==> src/rtl/agu_seq_if.sv <==
// agu_seq_if: request bus from the scheduler and beat bus to the memory port of agu_seq
interface agu_seq_if #(
  parameter int THREADS = 8,
  parameter int PORTS = 2,
  parameter int DATA_WIDTH = 16,
  parameter int ADDR_WIDTH = 8,
  parameter int WARP_BITS = 2
);
  localparam int BEAT_BITS = THREADS / PORTS > 1 ? $clog2(THREADS / PORTS) : 1;
  logic req_valid;
  logic req_ready;
  logic [1:0] req_mode;
  logic [DATA_WIDTH-1:0] req_base_reg;
  logic [3:0] req_base_imm;
  logic [DATA_WIDTH-1:0] req_stride;
  logic [WARP_BITS-1:0] req_warp;
  logic [THREADS-1:0] req_mask;
  logic mem_valid;
  logic mem_ready;
  logic [PORTS*ADDR_WIDTH-1:0] mem_addr;
  logic [PORTS-1:0] mem_lane_mask;
  logic [BEAT_BITS-1:0] mem_beat;
  logic mem_last;
  logic mem_ovf;
  logic done;
  modport master (
    output req_valid, req_mode, req_base_reg, req_base_imm, req_stride, req_warp, req_mask, mem_ready,
    input req_ready, mem_valid, mem_addr, mem_lane_mask, mem_beat, mem_last, mem_ovf, done
  );
  modport slave (
    input req_valid, req_mode, req_base_reg, req_base_imm, req_stride, req_warp, req_mask, mem_ready,
    output req_ready, mem_valid, mem_addr, mem_lane_mask, mem_beat, mem_last, mem_ovf, done
  );
endinterface

==> src/rtl/agu_seq.sv <==
// agu_seq: sequenced address generation unit issuing per-thread addresses in PORTS-wide beats
module agu_seq #(
  parameter int THREADS = 8,
  parameter int PORTS = 2,
  parameter int DATA_WIDTH = 16,
  parameter int ADDR_WIDTH = 8,
  parameter int WARP_BITS = 2
) (
  input logic clk,
  input logic reset,
  agu_seq_if.slave bus
);
  localparam int BEATS = THREADS / PORTS;
  localparam int BB = BEATS > 1 ? $clog2(BEATS) : 1;
  localparam int SW = DATA_WIDTH + 2;
  typedef enum logic {IDLE, ISSUE} state_t;
  state_t state, state_n;
  logic idle, accept, fire, load, last_n, done_n;
  logic [1:0] mode_q, s_mode;
  logic [DATA_WIDTH-1:0] base_q, stride_q, s_base, s_stride;
  logic [3:0] imm_q, s_imm;
  logic [WARP_BITS-1:0] warp_q, s_warp;
  logic [THREADS-1:0] mask_q, s_mask;
  logic [BB-1:0] beat_q, nb;
  logic [BEATS-1:0] beat_any;
  logic [PORTS-1:0] lm, lane_ovf;
  logic [PORTS*ADDR_WIDTH-1:0] addr_n;
  assign idle = state == IDLE;
  assign accept = idle && bus.req_valid;
  assign fire = !idle && bus.mem_ready;
  assign s_mode = idle ? bus.req_mode : mode_q;
  assign s_base = idle ? bus.req_base_reg : base_q;
  assign s_imm = idle ? bus.req_base_imm : imm_q;
  assign s_stride = idle ? bus.req_stride : stride_q;
  assign s_warp = idle ? bus.req_warp : warp_q;
  assign s_mask = idle ? bus.req_mask : mask_q;
  for (genvar b = 0; b < BEATS; b++) begin : g_beat
    assign beat_any[b] = |s_mask[b*PORTS +: PORTS];
  end
  always_comb begin
    nb = '0;
    last_n = 1'b1;
    for (int b = BEATS - 1; b >= 0; b--)
      if (beat_any[b] && (idle || BB'(b) > beat_q)) nb = BB'(b);
    for (int b = 0; b < BEATS; b++)
      if (beat_any[b] && BB'(b) > nb) last_n = 1'b0;
  end
  assign lm = PORTS'(s_mask >> (PORTS * int'(nb)));
  // Two spare sum bits hold the carry out of base+imm+offset for overflow detection.
  for (genvar j = 0; j < PORTS; j++) begin : g_lane
    logic [DATA_WIDTH-1:0] t, off;
    logic [SW-1:0] sum;
    assign t = DATA_WIDTH'(nb) * DATA_WIDTH'(PORTS) + DATA_WIDTH'(j);
    assign off = s_mode == 2'd0 ? t :
                 s_mode == 2'd1 ? t * s_stride :
                 s_mode == 2'd2 ? '0 :
                 (DATA_WIDTH'(s_warp) * DATA_WIDTH'(THREADS) + t) * s_stride;
    assign sum = SW'(s_base) + SW'(s_imm) + SW'(off);
    assign lane_ovf[j] = |sum[SW-1:ADDR_WIDTH];
    assign addr_n[j*ADDR_WIDTH +: ADDR_WIDTH] = lm[j] ? sum[ADDR_WIDTH-1:0] : '0;
  end
  always_comb begin
    state_n = accept && |bus.req_mask ? ISSUE : fire && bus.mem_last ? IDLE : state;
    load = accept ? |bus.req_mask : fire && !bus.mem_last;
    done_n = accept ? ~|bus.req_mask : fire && bus.mem_last;
  end
  always_ff @(posedge clk or negedge reset)
    if (!reset) state <= IDLE;
    else state <= state_n;
  always_ff @(posedge clk or negedge reset) begin
    if (!reset) begin
      mode_q <= '0;
      base_q <= '0;
      imm_q <= '0;
      stride_q <= '0;
      warp_q <= '0;
      mask_q <= '0;
      beat_q <= '0;
      bus.mem_addr <= '0;
      bus.mem_lane_mask <= '0;
      bus.mem_last <= 1'b0;
      bus.mem_ovf <= 1'b0;
      bus.done <= 1'b0;
    end else begin
      if (accept) begin
        mode_q <= bus.req_mode;
        base_q <= bus.req_base_reg;
        imm_q <= bus.req_base_imm;
        stride_q <= bus.req_stride;
        warp_q <= bus.req_warp;
        mask_q <= bus.req_mask;
      end
      if (load) begin
        beat_q <= nb;
        bus.mem_addr <= addr_n;
        bus.mem_lane_mask <= lm;
        bus.mem_last <= last_n;
        bus.mem_ovf <= |(lane_ovf & lm);
      end
      bus.done <= done_n;
    end
  end
  assign bus.req_ready = idle;
  assign bus.mem_valid = !idle;
  assign bus.mem_beat = beat_q;
endmodule

==> src/flat_wrapper.sv <==
// flat-port wrapper written by rule: the top's interface ports become plain ports
module agu_seq_flat 
#(
  parameter int THREADS = 8,
  parameter int PORTS = 2,
  parameter int DATA_WIDTH = 16,
  parameter int ADDR_WIDTH = 8,
  parameter int WARP_BITS = 2
)
  (clk, reset, bus_req_valid, bus_req_mode, bus_req_base_reg, bus_req_base_imm, bus_req_stride, bus_req_warp, bus_req_mask, bus_mem_ready, bus_req_ready, bus_mem_valid, bus_mem_addr, bus_mem_lane_mask, bus_mem_beat, bus_mem_last, bus_mem_ovf, bus_done);
  agu_seq_if #(.THREADS(THREADS), .PORTS(PORTS), .DATA_WIDTH(DATA_WIDTH), .ADDR_WIDTH(ADDR_WIDTH), .WARP_BITS(WARP_BITS)) bus_i ();
  input logic clk;
  input logic reset;
  input wire logic [$bits(bus_i.req_valid)-1:0] bus_req_valid;
  input wire logic [$bits(bus_i.req_mode)-1:0] bus_req_mode;
  input wire logic [$bits(bus_i.req_base_reg)-1:0] bus_req_base_reg;
  input wire logic [$bits(bus_i.req_base_imm)-1:0] bus_req_base_imm;
  input wire logic [$bits(bus_i.req_stride)-1:0] bus_req_stride;
  input wire logic [$bits(bus_i.req_warp)-1:0] bus_req_warp;
  input wire logic [$bits(bus_i.req_mask)-1:0] bus_req_mask;
  input wire logic [$bits(bus_i.mem_ready)-1:0] bus_mem_ready;
  output wire logic [$bits(bus_i.req_ready)-1:0] bus_req_ready;
  output wire logic [$bits(bus_i.mem_valid)-1:0] bus_mem_valid;
  output wire logic [$bits(bus_i.mem_addr)-1:0] bus_mem_addr;
  output wire logic [$bits(bus_i.mem_lane_mask)-1:0] bus_mem_lane_mask;
  output wire logic [$bits(bus_i.mem_beat)-1:0] bus_mem_beat;
  output wire logic [$bits(bus_i.mem_last)-1:0] bus_mem_last;
  output wire logic [$bits(bus_i.mem_ovf)-1:0] bus_mem_ovf;
  output wire logic [$bits(bus_i.done)-1:0] bus_done;
  assign bus_i.req_valid = bus_req_valid;
  assign bus_i.req_mode = bus_req_mode;
  assign bus_i.req_base_reg = bus_req_base_reg;
  assign bus_i.req_base_imm = bus_req_base_imm;
  assign bus_i.req_stride = bus_req_stride;
  assign bus_i.req_warp = bus_req_warp;
  assign bus_i.req_mask = bus_req_mask;
  assign bus_i.mem_ready = bus_mem_ready;
  assign bus_req_ready = bus_i.req_ready;
  assign bus_mem_valid = bus_i.mem_valid;
  assign bus_mem_addr = bus_i.mem_addr;
  assign bus_mem_lane_mask = bus_i.mem_lane_mask;
  assign bus_mem_beat = bus_i.mem_beat;
  assign bus_mem_last = bus_i.mem_last;
  assign bus_mem_ovf = bus_i.mem_ovf;
  assign bus_done = bus_i.done;
  agu_seq #(.THREADS(THREADS), .PORTS(PORTS), .DATA_WIDTH(DATA_WIDTH), .ADDR_WIDTH(ADDR_WIDTH), .WARP_BITS(WARP_BITS)) u_core (.clk(clk), .reset(reset), .bus(bus_i));
endmodule
==> config.mk <==
export PLATFORM = sky130hd
export DESIGN_NAME = agu_seq_flat
export DESIGN_NICKNAME = d
export VERILOG_FILES = /design/src/rtl/agu_seq_if.sv /design/src/rtl/agu_seq.sv /design/src/flat_wrapper.sv
export SDC_FILE = /design/constraint.sdc
export NUM_CORES = 1
export LEC_CHECK = 0
export BUFFER_PORTS_ARGS = -buffer_cell sky130_fd_sc_hd__buf_2
export CORE_MARGIN = 2
export CORE_UTILIZATION = 53
export DETAILED_ROUTE_END_ITERATION = 12
export PLACE_DENSITY = 0.72
export SYNTH_ARGS = -nofsm -noshare
export SYNTH_HDL_FRONTEND = slang
export SYNTH_SLANG_ARGS = --single-unit
==> constraint.sdc <==
create_clock -name clk -period 9.8 [get_ports clk]
set_input_delay 0.98 -clock clk [delete_from_list [all_inputs] [get_ports clk]]
set_output_delay 0.98 -clock clk [all_outputs]
set_load 0.02 [all_outputs]
* Word-level counts from Yosys, hierarchy flattened
Cells that the tools add are included.
** Word-level totals
- Bits in registers :: 72
- Input bits :: 52
- Output and inout bits :: 25
- Logic and storage cells :: 91
** Cells by class
- Add/subtract/negate cells :: 6
- Multipliers :: 4
- Order comparisons :: 8
- Equal/unequal tests :: 2
- Shift-type cells :: 1
- Mux-type cells :: 26
- Bitwise logic cells :: 2
- Reduce and logical (&&, ||, !) cells :: 29
** Operators by type and width (number)
- $mux W16 :: 8
- $mul A16 B16 Y16 :: 3
- $add A18 B16 Y18 :: 2
- $mux W8 :: 3
- $reduce_or A10 Y1 :: 2
- $add A16 B4 Y17 :: 1
- $add A5 B16 Y16 :: 1
- $mul A2 B16 Y15 :: 1
- $logic_and A1 B1 Y1 :: 13
- $mux W2 :: 6
- $reduce_or A2 Y1 :: 5
- $gt A1 B2 Y1 const A :: 4
- $gt A2 B2 Y1 const A :: 4
- $mux W1 :: 8
- $reduce_or A8 Y1 :: 1
- $shr A8 B3 Y2 :: 1
- $add A5 B3 Y6 :: 1
- $add A3 B1 Y4 const B :: 1
- $logic_or A1 B1 Y1 :: 4
- $mux W4 :: 1
- $and A2 B2 Y2 :: 1
- $eq A2 B1 Y1 const B :: 1
- $eq A2 B2 Y1 const B :: 1
- $logic_not A1 Y1 :: 2
- 3 further kinds :: 3

* Longest topological paths before layout
Gate-level depths: netlist of the first run.
- Depth in word-level cells :: 17
- Depth in mapped cells :: 35
- Depth with buffers taken out :: 32

* Least setup slack after synthesis of the first run
OpenSTA, ideal clock, no wires.
- Kind :: input to register
- Start point :: in bus_req_mask[7]
- End point :: reg u_core.bus.mem_ovf
- Library setup time :: 0.126 ns
- Arrival :: 7.849 ns
- Required time :: 9.674 ns
- Path slack :: 1.825 ns
- Cell stages on the path :: 28
- Buffers on the path :: 2
- Cell sequence :: or3_4 > o21a_1 > o211ai_2 > clkbuf_1 > buf_1 > nor2_1 > fa_1 > fa_1 > ha_1 > ha_1 > inv_1 > fa_1 > inv_1 > fa_1 > ha_1 > a21o_1 > a31o_2 > a2111oi_0 > or3_1 > mux2i_1 > nand2_1 > ha_1 > nor4_1 > o2111ai_1 > or3_1 > nor3_1 > o2111ai_1 > a221o_1
** Between the ends
- Word-level cells in the longest chain between the ends :: 17
- Elaborated cells between the ends (all ways) :: 29
- Classes of those cells :: 5 x add/sub; 4 x mul; 1 x shift; 12 x mux; 1 x bitwise; 6 x reduce/logical
** RTL lines
- start, declared :: RTL line flat_wrapper.sv:20 : input wire logic [$bits(bus_i.req_mask)-1:0] bus_req_mask;
- $mux W8 :: RTL line agu_seq.sv:36 : assign s_mask = idle ? bus.req_mask : mask_q;
- $reduce_or A2 Y1 :: RTL line agu_seq.sv:38 : assign beat_any[b] = |s_mask[b*PORTS +: PORTS];
- $logic_and A1 B1 Y1 :: RTL line agu_seq.sv:44 : if (beat_any[b] && (idle || BB'(b) > beat_q)) nb = BB'(b);
- $mux W2 (4 in a row) :: RTL line agu_seq.sv:44
- $add A3 B1 Y4 :: RTL line agu_seq.sv:53 : assign t = DATA_WIDTH'(nb) * DATA_WIDTH'(PORTS) + DATA_WIDTH'(j);
- $add A5 B16 Y16 :: RTL line agu_seq.sv:57 : (DATA_WIDTH'(s_warp) * DATA_WIDTH'(THREADS) + t) * s_stride;
- $mul A16 B16 Y16 :: RTL line agu_seq.sv:57
- $mux W16 :: RTL line agu_seq.sv:56 : s_mode == 2'd2 ? '0 :
- $mux W16 :: RTL line agu_seq.sv:55 : s_mode == 2'd1 ? t * s_stride :
- $mux W16 :: RTL line agu_seq.sv:54 : assign off = s_mode == 2'd0 ? t :
- $add A18 B16 Y18 :: RTL line agu_seq.sv:58 : assign sum = SW'(s_base) + SW'(s_imm) + SW'(off);
- $reduce_or A10 Y1 :: RTL line agu_seq.sv:59 : assign lane_ovf[j] = |sum[SW-1:ADDR_WIDTH];
- $and A2 B2 Y2 :: RTL line agu_seq.sv:98 : bus.mem_ovf <= |(lane_ovf & lm);
- $reduce_or A2 Y1 :: RTL line agu_seq.sv:98
- end signal, assigned :: RTL line agu_seq.sv:98
- end, declared :: RTL line agu_seq_if.sv:32 : output req_ready, mem_valid, mem_addr, mem_lane_mask, mem_beat, mem_last, mem_ovf, done
Several ways; a longest one is shown, not always the timed one.
A chain may end at the register's enable or synchronous reset.

* Final worst setup path of the first run
- Start point :: reg u_core.state (netlist: u_core.bus.mem_valid)
- End point :: reg u_core.bus.mem_ovf
** Between the ends
- Word-level cells in the longest chain between the ends :: 17
- Elaborated cells between the ends (all ways) :: 51
- Classes of those cells :: 6 x add/sub; 4 x mul; 2 x eq/ne; 1 x shift; 17 x mux; 2 x bitwise; 19 x reduce/logical
** RTL lines
- start, declared :: RTL line agu_seq.sv:17 : state_t state, state_n;
- start signal, assigned :: RTL line agu_seq.sv:69 : else state <= state_n;
- $mux W8 / $not A1 Y1 (equally long branches) :: RTL line agu_seq.sv:36, agu_seq.sv:28
- $reduce_or A2 Y1 / $logic_or A1 B1 Y1 (equally long branches) :: RTL line agu_seq.sv:38, agu_seq.sv:44
- $logic_and A1 B1 Y1 :: RTL line agu_seq.sv:44
- $mux W2 (4 in a row) :: RTL line agu_seq.sv:44
- $add A3 B1 Y4 :: RTL line agu_seq.sv:53
- $add A5 B16 Y16 :: RTL line agu_seq.sv:57
- $mul A16 B16 Y16 :: RTL line agu_seq.sv:57
- $mux W16 :: RTL line agu_seq.sv:56
- $mux W16 :: RTL line agu_seq.sv:55
- $mux W16 :: RTL line agu_seq.sv:54
- $add A18 B16 Y18 :: RTL line agu_seq.sv:58
- $reduce_or A10 Y1 :: RTL line agu_seq.sv:59
- $and A2 B2 Y2 :: RTL line agu_seq.sv:98
- $reduce_or A2 Y1 :: RTL line agu_seq.sv:98
Several ways; a longest one is shown, not always the timed one.

==> metrics.txt, run 1 <==
status=finished, final reports clean; global route overflow=0; initial antenna violation count=0; WL/cell=16.9 um; initial drt markers=516; peak fanout along the critical path=40; vias per cell=5.66; grt peak-use layer=met2; most frequent cells in the layout=ha_1, inv_1, nor2_1, fa_1, buf_2; drt pass-1 iters=5; Root Buffer=clkbuf_16; die width=145 um; Seq cells post-synth=72; CTS Buf Count=9; reg2reg setup slack=1180 ps; pin count of the biggest net entering global routing=73; global-route track usage on met1=33.8%; vias in the first global route=8647; final hold violations=0; Startpoint Class=flop; CP Data Arrival Time=8840 ps; Seq/Total Area, Yosys=17.1%; FILL cells=1788; maxcap violations=0; first-pass GRT wire length=42600 um; layout cell share with drive strength beyond 1=16.0%; maximum buffer depth of the clock tree=2; met2 Use GR=42.0%; H-tree depth=3; Multi-input gate area=0.00809 sq mm; met3 Usage GRT=2.64%; min cycle time layout=8620 ps; DRC=0; Post-CTS Setup Bufs=0; fmax=116 MHz; asr flop ratio synth=100%; clock sinks=72; # setup viols final=0; core area=0.0195 sq mm; Synth Flop Type=dfrtp_1; worst hold path class=flop to flop; headroom to the max-slew limit=21.5%; Critical Path Slowest Stage Cell=dfrtp_2; WHS Path Cells=1; synth unique cells=73; CTS clk-pin slew, worst paths=60 ps; Hold Path Sink=u_core.bus.mem_lane_mask[0]$_DFFE_PN0P_; Synthesis Warnings=0; R2R Path Start=u_core.bus.mem_valid$_DFFE_PN0P_; FF-to-FF End=u_core.bus.mem_ovf$_DFFE_PN0P_; period utilisation layout=88.0%; Setup Skew=7.59 ps; cts hold-fix bufs=0; Seq. cell area=0.00180 sq mm; die area=0.0211 sq mm; CTS tree=built; Final nets=1486; clock latency on the worst-skew pair=340 ps; Crit. End Element=flop; Initial Util=54.1%; mapped cell area=0.0106 sq mm; total number of vias=8344; final wirelength=24900 um; setup TNS=0 ps; detailed placement HPWL=20000 um; Post-Syn Instances=1133; synth-to-layout area growth=9.52%; worst r2r path cells=30; Worst Path Class, Setup=flop to flop; chip height=145 um; routability cong.=0.898; Mapped Nets=1417; PostCTS Resize Cnt=0; Synth Area per Inst=9.32 sq um; most common cell after layout, fill and taps aside=ha_1; port bufs=76; Least-Margin Pin Slew=1170 ps; total track usage=24.6%; CP peak stage delay=970 ps; RSZ-0062 raised after global routing=false; Worst Path Required=10020 ps; EDFF count, synth=0; antenna viol nets, final=0; I/O pin total=77; hold path startpoint=u_core.bus.mem_lane_mask[0]$_DFFE_PN0P_; Slew Limit Fails=0; num rows=51
## worst max-delay path by stage
| stage | from | to | slack, ps |
|---|---|---|---|
| 2_1_floorplan | bus_req_mask[7] | u_core.bus.mem_ovf$_DFFE_PN0P_ | 1830 |
| 3_3_place_gp | bus_req_mask[5] | u_core.bus.mem_ovf$_DFFE_PN0P_ | 1380 |
| 3_5_place_dp | bus_req_mask[1] | u_core.bus.mem_ovf$_DFFE_PN0P_ | 1180 |
| 4_1_cts | u_core.bus.mem_valid$_DFFE_PN0P_ | u_core.bus.mem_ovf$_DFFE_PN0P_ | 1250 |
| 5_1_grt | u_core.bus.mem_valid$_DFFE_PN0P_ | u_core.bus.mem_ovf$_DFFE_PN0P_ | 570 |
| 6_report | u_core.bus.mem_valid$_DFFE_PN0P_ | u_core.bus.mem_ovf$_DFFE_PN0P_ | 1180 |
## critical path: cells and delay by family, from the launching register on
family	cells	cell delay (ps)
adder cells (fa/ha/maj)	8	3150
flip-flops	1	970
AO/OA/AOI/OAI	9	2100
buffers and inverters	5	520
AND/OR/NAND/NOR	7	1480
multiplexers	1	250
## Yosys cell counts, types with 3 or more instances
cell | count | area share [%]
a21o_1 | 15 | 1.1
nor2_2 | 3 | 0.18
mux2i_1 | 37 | 3.5
dfrtp_1 | 72 | 17
xor2_1 | 31 | 2.6
nand3_1 | 16 | 0.76
o31ai_1 | 4 | 0.28
o211ai_1 | 4 | 0.28
o21bai_1 | 12 | 0.85
xnor2_1 | 43 | 3.6
nand4b_1 | 3 | 0.25
mux2_2 | 61 | 6.5
buf_1 | 7 | 0.25
a22o_1 | 17 | 1.4
ha_1 | 150 | 18
nor4_1 | 5 | 0.30
o2111ai_1 | 3 | 0.25
fa_1 | 82 | 16
o21a_1 | 13 | 0.92
clkbuf_1 | 13 | 0.46
a211oi_1 | 14 | 1.0
nand3b_1 | 6 | 0.43
a31oi_1 | 5 | 0.30
o22ai_1 | 6 | 0.36
nor3_1 | 16 | 0.76
nand2b_1 | 6 | 0.36
nor3b_1 | 3 | 0.21
inv_1 | 142 | 5.0
a21oi_1 | 55 | 2.6
and3_1 | 4 | 0.24
and2_1 | 5 | 0.30
nor2b_1 | 11 | 0.65
o21ai_0 | 31 | 1.5
nand2_1 | 58 | 2.1
or3_1 | 6 | 0.36
nor2_1 | 107 | 3.8
o311ai_0 | 3 | 0.25
a31o_2 | 5 | 0.41
nand4_1 | 4 | 0.24
buf_2 | 4 | 0.19
or2_2 | 8 | 0.47
## per-layer routing
layer  routed length [um]  vias up
li1                     -     4072
met1                11500     4055
met2                12100      181
met3                  880       36
met4                  455        0
met5                    0        -
## registers in the layout (all words and copies together), names as in the netlist
| signal | flops |
|---|---|
| u_core.bus.mem_last | 1 |
| u_core.stride_q | 16 |
| u_core.bus.done | 1 |
| u_core.bus.mem_ovf | 1 |
| u_core.bus.mem_beat | 2 |
| u_core.base_q | 16 |
| u_core.mode_q | 2 |
| u_core.warp_q | 2 |
| u_core.mask_q | 8 |
| u_core.imm_q | 4 |
| u_core.bus.mem_lane_mask | 2 |
| u_core.bus.mem_valid | 1 |
| u_core.bus.mem_addr | 16 |
## kinds of logic (layout without fill, tap and decap cells)
group / after synthesis / after routing / share of synthesized area (%)
AOI/OAI and AO/OA: 216 / 216 / 14.2
xor gates and xnor gates: 77 / 77 / 6.72
adders and majority gates: 232 / 232 / 33.3
buffers and inverters: 170 / 244 / 6.39
DFF: 72 / 72 / 17.1
muxes: 100 / 100 / 10.4
other: 0 / 1 / 0
and+or+nand+nor: 266 / 266 / 11.8
## layout make-up
cell class,instances,share of cell area (%)
multi-input cells,891,70.0
flip-flops and latches,72,15.6
inverters,143,4.64
repair buffers,85,3.90
well taps,265,2.87
clock buffers,11,2.10
clock inverters,5,0.898
diodes,1,0.0216
## per-stage QoR
| stage | worst slack (ps) | hold WS, ps | cells | instance area (sq um) | util, % |
|---|---|---|---|---|---|
| after CTS | 1250 | 487 | 1472 | 11600 | 59.2 |
| after global routing | 573 | 511 | 1472 | 11600 | 59.2 |
| final | 1180 | 484 | 1473 | 11600 | 59.2 |
| after detailed placement | 1180 | 474 | 1456 | 11200 | 57.4 |
| after global placement | 1380 | 470 | 1456 | 11200 | 57.4 |
| after floorplan | 1830 | 449 | 1133 | 10600 | - |
Power of run 1 is not shown: default switching activity piles up to over one toggle a cycle in this logic, so the estimate is an artifact.
==> run 2: changes to the inputs <==
==> constraint.sdc (replaced) <==
create_clock -name clk -period 9.8 [get_ports clk]
set_input_delay 2.94 -clock clk [delete_from_list [all_inputs] [get_ports clk]]
set_output_delay 2.94 -clock clk [all_outputs]
set_load 0.02 [all_outputs]
==> metrics.txt, run 2 (synthesis gave the netlist of run 1 again) <==
initial drt markers=533 (+3.3%); I/O pin total=77 (unchanged); maxcap violations=0 (unchanged); headroom to the max-slew limit=18.8% (-2.7 points); Crit. End Element=flop; WL/cell=17.1 um (+1.1%); clock latency on the worst-skew pair=340 ps (about the same); H-tree depth=3 (unchanged); total number of vias=8731 (+4.6%); CTS Buf Count=9 (unchanged); CP peak stage delay=540 ps (-430 ps); core area=0.0195 sq mm (unchanged); min cycle time layout=9580 ps (+955 ps); Initial Util=54.1% (unchanged); initial antenna violation count=0 (unchanged); hold path startpoint=u_core.bus.mem_lane_mask[0]$_DFFE_PN0P_; first-pass GRT wire length=43300 um (+1.7%); DRC=0 (unchanged); R2R Path Start=u_core.bus.mem_valid$_DFFE_PN0P_; synth-to-layout area growth=17.6%; final hold violations=0 (unchanged); Worst Path Class, Setup=input port to flop; Root Buffer=clkbuf_16; die width=145 um (unchanged); peak fanout along the critical path=5 (-88%); pin count of the biggest net entering global routing=73 (unchanged); vias in the first global route=8965 (+3.7%); status=finished, final reports clean; global route overflow=0 (unchanged); most common cell after layout, fill and taps aside=ha_1; CP Launch Point=bus_req_mask[1]; Slew Limit Fails=0 (unchanged); num rows=51 (unchanged); largest registers=u_core.base_q (16), u_core.bus.mem_addr (16), u_core.stride_q (16); drt pass-1 iters=5 (unchanged); port bufs=76 (unchanged); Place WS=-543 ps (-1730 ps); CP Data Arrival Time=9800 ps (+960 ps); Setup Skew=6.06 ps (-1.53 ps); final worst slack=221 ps (-955 ps); chip height=145 um (unchanged); CTS tree=built; vias per cell=5.58 (-1.6%); total track usage=25.1% (+0.51 points); Critical Path Slowest Stage Cell=fa_1; # setup viols final=0 (unchanged); routability cong.=0.907 (+0.94%); setup TNS=0 ps (unchanged); Ant. Diodes=0 (-1); Worst Path Required=10020 ps (about the same); detailed placement HPWL=21000 um (+5.0%); final wirelength=26800 um (+7.4%); Least-Margin Pin Slew=1210 ps (+40.5 ps); CTS clk-pin slew, worst paths=60 ps (about the same); antenna viol nets, final=0 (unchanged); period utilisation layout=97.7% (+9.7 points); most frequent cells in the layout=ha_1, inv_1, nor2_1, buf_4, fa_1; Final nets=1580 (+6.3%); layout cell share with drive strength beyond 1=23.4% (+7.5 points); Startpoint Class=input port; clock sinks=72 (unchanged); fmax=104 MHz (-10%); die area=0.0211 sq mm (unchanged); worst hold path class=flop to flop; maximum buffer depth of the clock tree=2 (unchanged)
==> run 2: worst max-delay path: cells and delay by family <==
family	cells	cell delay, ps
and+or+nand+nor	5	810
adders and majority gates	8	2950
buffers and inverters	7	710
AOI/OAI and AO/OA	11	2280
xor gates and xnor gates	1	140
==> run 2: path summary, 6_finish.rpt <==
| check | end | slack (ps) | cells past startpoint |
|---|---|---|---|
| min reg2reg | u_core.bus.mem_lane_mask[0]$_DFFE_PN0P_ | 500 | 1 |
| max in group asynchronous | u_core.bus.mem_valid$_DFFE_PN0P_ | 6420 | 1 |
| min in group asynchronous | u_core.base_q[0]$_DFFE_PN0P_ | 2730 | 1 |
| max | u_core.bus.mem_ovf$_DFFE_PN0P_ | 220 | 32 |
| min | u_core.bus.mem_lane_mask[0]$_DFFE_PN0P_ | 500 | 1 |
| max reg2reg | u_core.bus.mem_ovf$_DFFE_PN0P_ | 1740 | 30 |
==> run 2: timing repair <==
action                                  in CTS  in global routing
hold buffers                                 0                  0
endpoints found under the setup margin       1                  1
gates resized for setup                      4                 24
buffers inserted                             1                  7
cloned                                       0                  1
pin swaps                                    4                 10
==> run 2: layout make-up <==
| class | count | area (sq um) |
|---|---|---|
| Timing Repair Buffer | 178 | 1170 |
| Clock inverter | 6 | 90.1 |
| Tap cell | 265 | 332 |
| Multi-Input combinational cell | 892 | 8240 |
| Inverter | 143 | 537 |
| Clock buffer | 10 | 239 |
| Fill cell | 1632 | 7110 |
| Sequential cell | 72 | 1800 |
==> run 2: per-stage QoR <==
stage / util (%) / cells / hold slack, ps / area [sq um]
final: 63.6 / 1566 / 498 / 12400
after global routing: 63.6 / 1566 / 513 / 12400
after CTS: 62.6 / 1558 / 493 / 12200
after detailed placement: 60.8 / 1541 / 474 / 11900
after global placement: 60.8 / 1541 / 469 / 11900
after floorplan: - / 1133 / 449 / 10600
==> run 2: metal layers <==
layer | vias to the layer above | wire (um) | track usage [%]
met5 | - | 0 | 0
met4 | 0 | 705 | 6.37
met1 | 4191 | 11800 | 33.3
met2 | 230 | 13200 | 43.5
met3 | 50 | 1160 | 3.33
li1 | 4260 | - | -
Power of run 2 is left out for the same reason.
==> run 3: changes to the inputs <==
--- a/config.mk
+++ b/config.mk
@@ -6,6 +6,7 @@
 export NUM_CORES = 1
 export LEC_CHECK = 0
 export BUFFER_PORTS_ARGS = -buffer_cell sky130_fd_sc_hd__buf_2
+export CORE_ASPECT_RATIO = 0.8
 export CORE_MARGIN = 2
 export CORE_UTILIZATION = 53
 export DETAILED_ROUTE_END_ITERATION = 12
==> metrics.txt, run 3 (synthesis gave the netlist of run 1 again) <==
Crit. End Element=flop; period utilisation layout=97.3% (-0.44 points); Crit. path cell count=30 (-6.3%); die area=0.0211 sq mm (about the same); CTS tree=built; Worst Path Required=10040 ps (+20 ps); total number of vias=8681 (-0.57%); vias in the first global route=8783 (-2.0%); fmax=105 MHz (+0.45%); min cycle time layout=9540 ps (-43.1 ps); WHS Path Cells=1 (unchanged); Hold WS=476 ps (-22.1 ps); CTS clk-pin slew, worst paths=60 ps (about the same); synth-to-layout area growth=16.6%; I/O pin total=77 (unchanged); worst r2r path cells=26 (-13%); Final nets=1575 (-0.32%); DRC=0 (unchanged); first-pass GRT wire length=43400 um (about the same); Startpoint Class=input port; maximum buffer depth of the clock tree=2 (unchanged); most frequent cells in the layout=ha_1, inv_1, nor2_1, buf_4, fa_1; Root Buffer=clkbuf_16; total track usage=25.8% (+0.76 points); maxcap violations=0 (unchanged); CP peak stage delay=530 ps (about the same); DP Cell Count=1543 (+0.13%); headroom to the max-slew limit=33.8% (+15 points); cell family with most CP delay=adder cells; Least-Margin Pin Slew=993 ps (-221 ps); setup TNS=0 ps (unchanged); initial drt markers=525 (-1.5%); Place WS=-478 ps (+65.0 ps); Slew Limit Fails=0 (unchanged); # setup viols final=0 (unchanged); FILL cells=1730 (+6.0%); port bufs=76 (unchanged); CTS Buf Count=9 (unchanged); die width=162 um (+11%); Initial Util=53.6% (-0.43 points); Worst Path Class, Setup=input port to flop; clock latency on the worst-skew pair=350 ps (about the same); Non-Filler Instances=1560 (-0.38%); layout cell share with drive strength beyond 1=23.1% (-0.37 points); final worst slack=264 ps (+43.1 ps); CP Data Arrival Time=9770 ps (-30 ps); Critical Path Slowest Stage Cell=fa_1; cts hold-fix bufs=0 (unchanged); global route overflow=0 (unchanged); H-tree depth=3 (unchanged); antenna viol nets, final=0 (unchanged); worst hold path class=flop to flop; pin count of the biggest net entering global routing=64 (-12%); detailed placement HPWL=21600 um (+3.1%); Ant. Diodes=0 (unchanged); initial antenna violation count=0 (unchanged); largest registers=u_core.base_q (16), u_core.bus.mem_addr (16), u_core.stride_q (16); final wirelength=26400 um (-1.4%); Setup Skew=12.2 ps (+6.16 ps); peak fanout along the critical path=7 (+2); chip height=130 um (-10%); most common cell after layout, fill and taps aside=ha_1; routability cong.=0.898 (-0.90%); clock sinks=72 (unchanged); status=finished, final reports clean; Buf/Inv on CP=6 (-1); num rows=46 (-9.8%); final hold violations=0 (unchanged); core area=0.0197 sq mm (+0.81%); drt pass-1 iters=7 (+2); WL/cell=16.9 um (-1.0%); vias per cell=5.56 (-0.19%)
[run 3: worst paths after layout]
check	start	to	slack, ps
max in group asynchronous	reset	u_core.bus.mem_valid$_DFFE_PN0P_	6310
max	bus_req_mask[1]	u_core.bus.mem_ovf$_DFFE_PN0P_	260
min in group asynchronous	reset	u_core.bus.mem_addr[4]$_DFFE_PN0P_	2410
max reg2reg	u_core.bus.mem_valid$_DFFE_PN0P_	u_core.bus.mem_ovf$_DFFE_PN0P_	1870
min	u_core.bus.mem_lane_mask[1]$_DFFE_PN0P_	u_core.bus.mem_lane_mask[1]$_DFFE_PN0P_	480
min reg2reg	u_core.bus.mem_lane_mask[1]$_DFFE_PN0P_	u_core.bus.mem_lane_mask[1]$_DFFE_PN0P_	480
[run 3: what timing repair did]
action / CTS / global route
pin swaps: 1 / 9
gates cloned: 0 / 0
setup endpoints to repair: 1 / 1
setup buffers: 0 / 1
gates resized for setup: 3 / 19
[run 3: cell type report]
cell class	instances	area [sq um]	share of cell area, %
Clock buffer	9	225	1.83
Clock inverter	7	96.3	0.783
Inverter	143	537	4.36
Multi-Input combinational cell	891	8200	66.6
Sequential cell	72	1800	14.6
Tap cell	264	330	2.68
Timing Repair Buffer	174	1120	9.09
[run 3: per-stage QoR]
| stage | utilization, % | area (sq um) |
|---|---|---|
| floorplan | - | 10600 |
| global placement | 60.3 | 11900 |
| detailed placement | 60.3 | 11900 |
| CTS | 62.0 | 12200 |
| global route | 62.5 | 12300 |
| finish | 62.5 | 12300 |
[run 3: metal layers]
metal | wire length, um | share of wire, % | GRT usage, % | vias to the layer above
met5 | 0 | 0 | 0 | -
met1 | 12400 | 47 | 35.5 | 4154
met2 | 12200 | 46 | 43.1 | 242
met4 | 485 | 1.8 | 6.14 | 0
met3 | 1410 | 5.3 | 4.39 | 41
li1 | - | - | - | 4244
Power of run 3 is left out for the same reason.
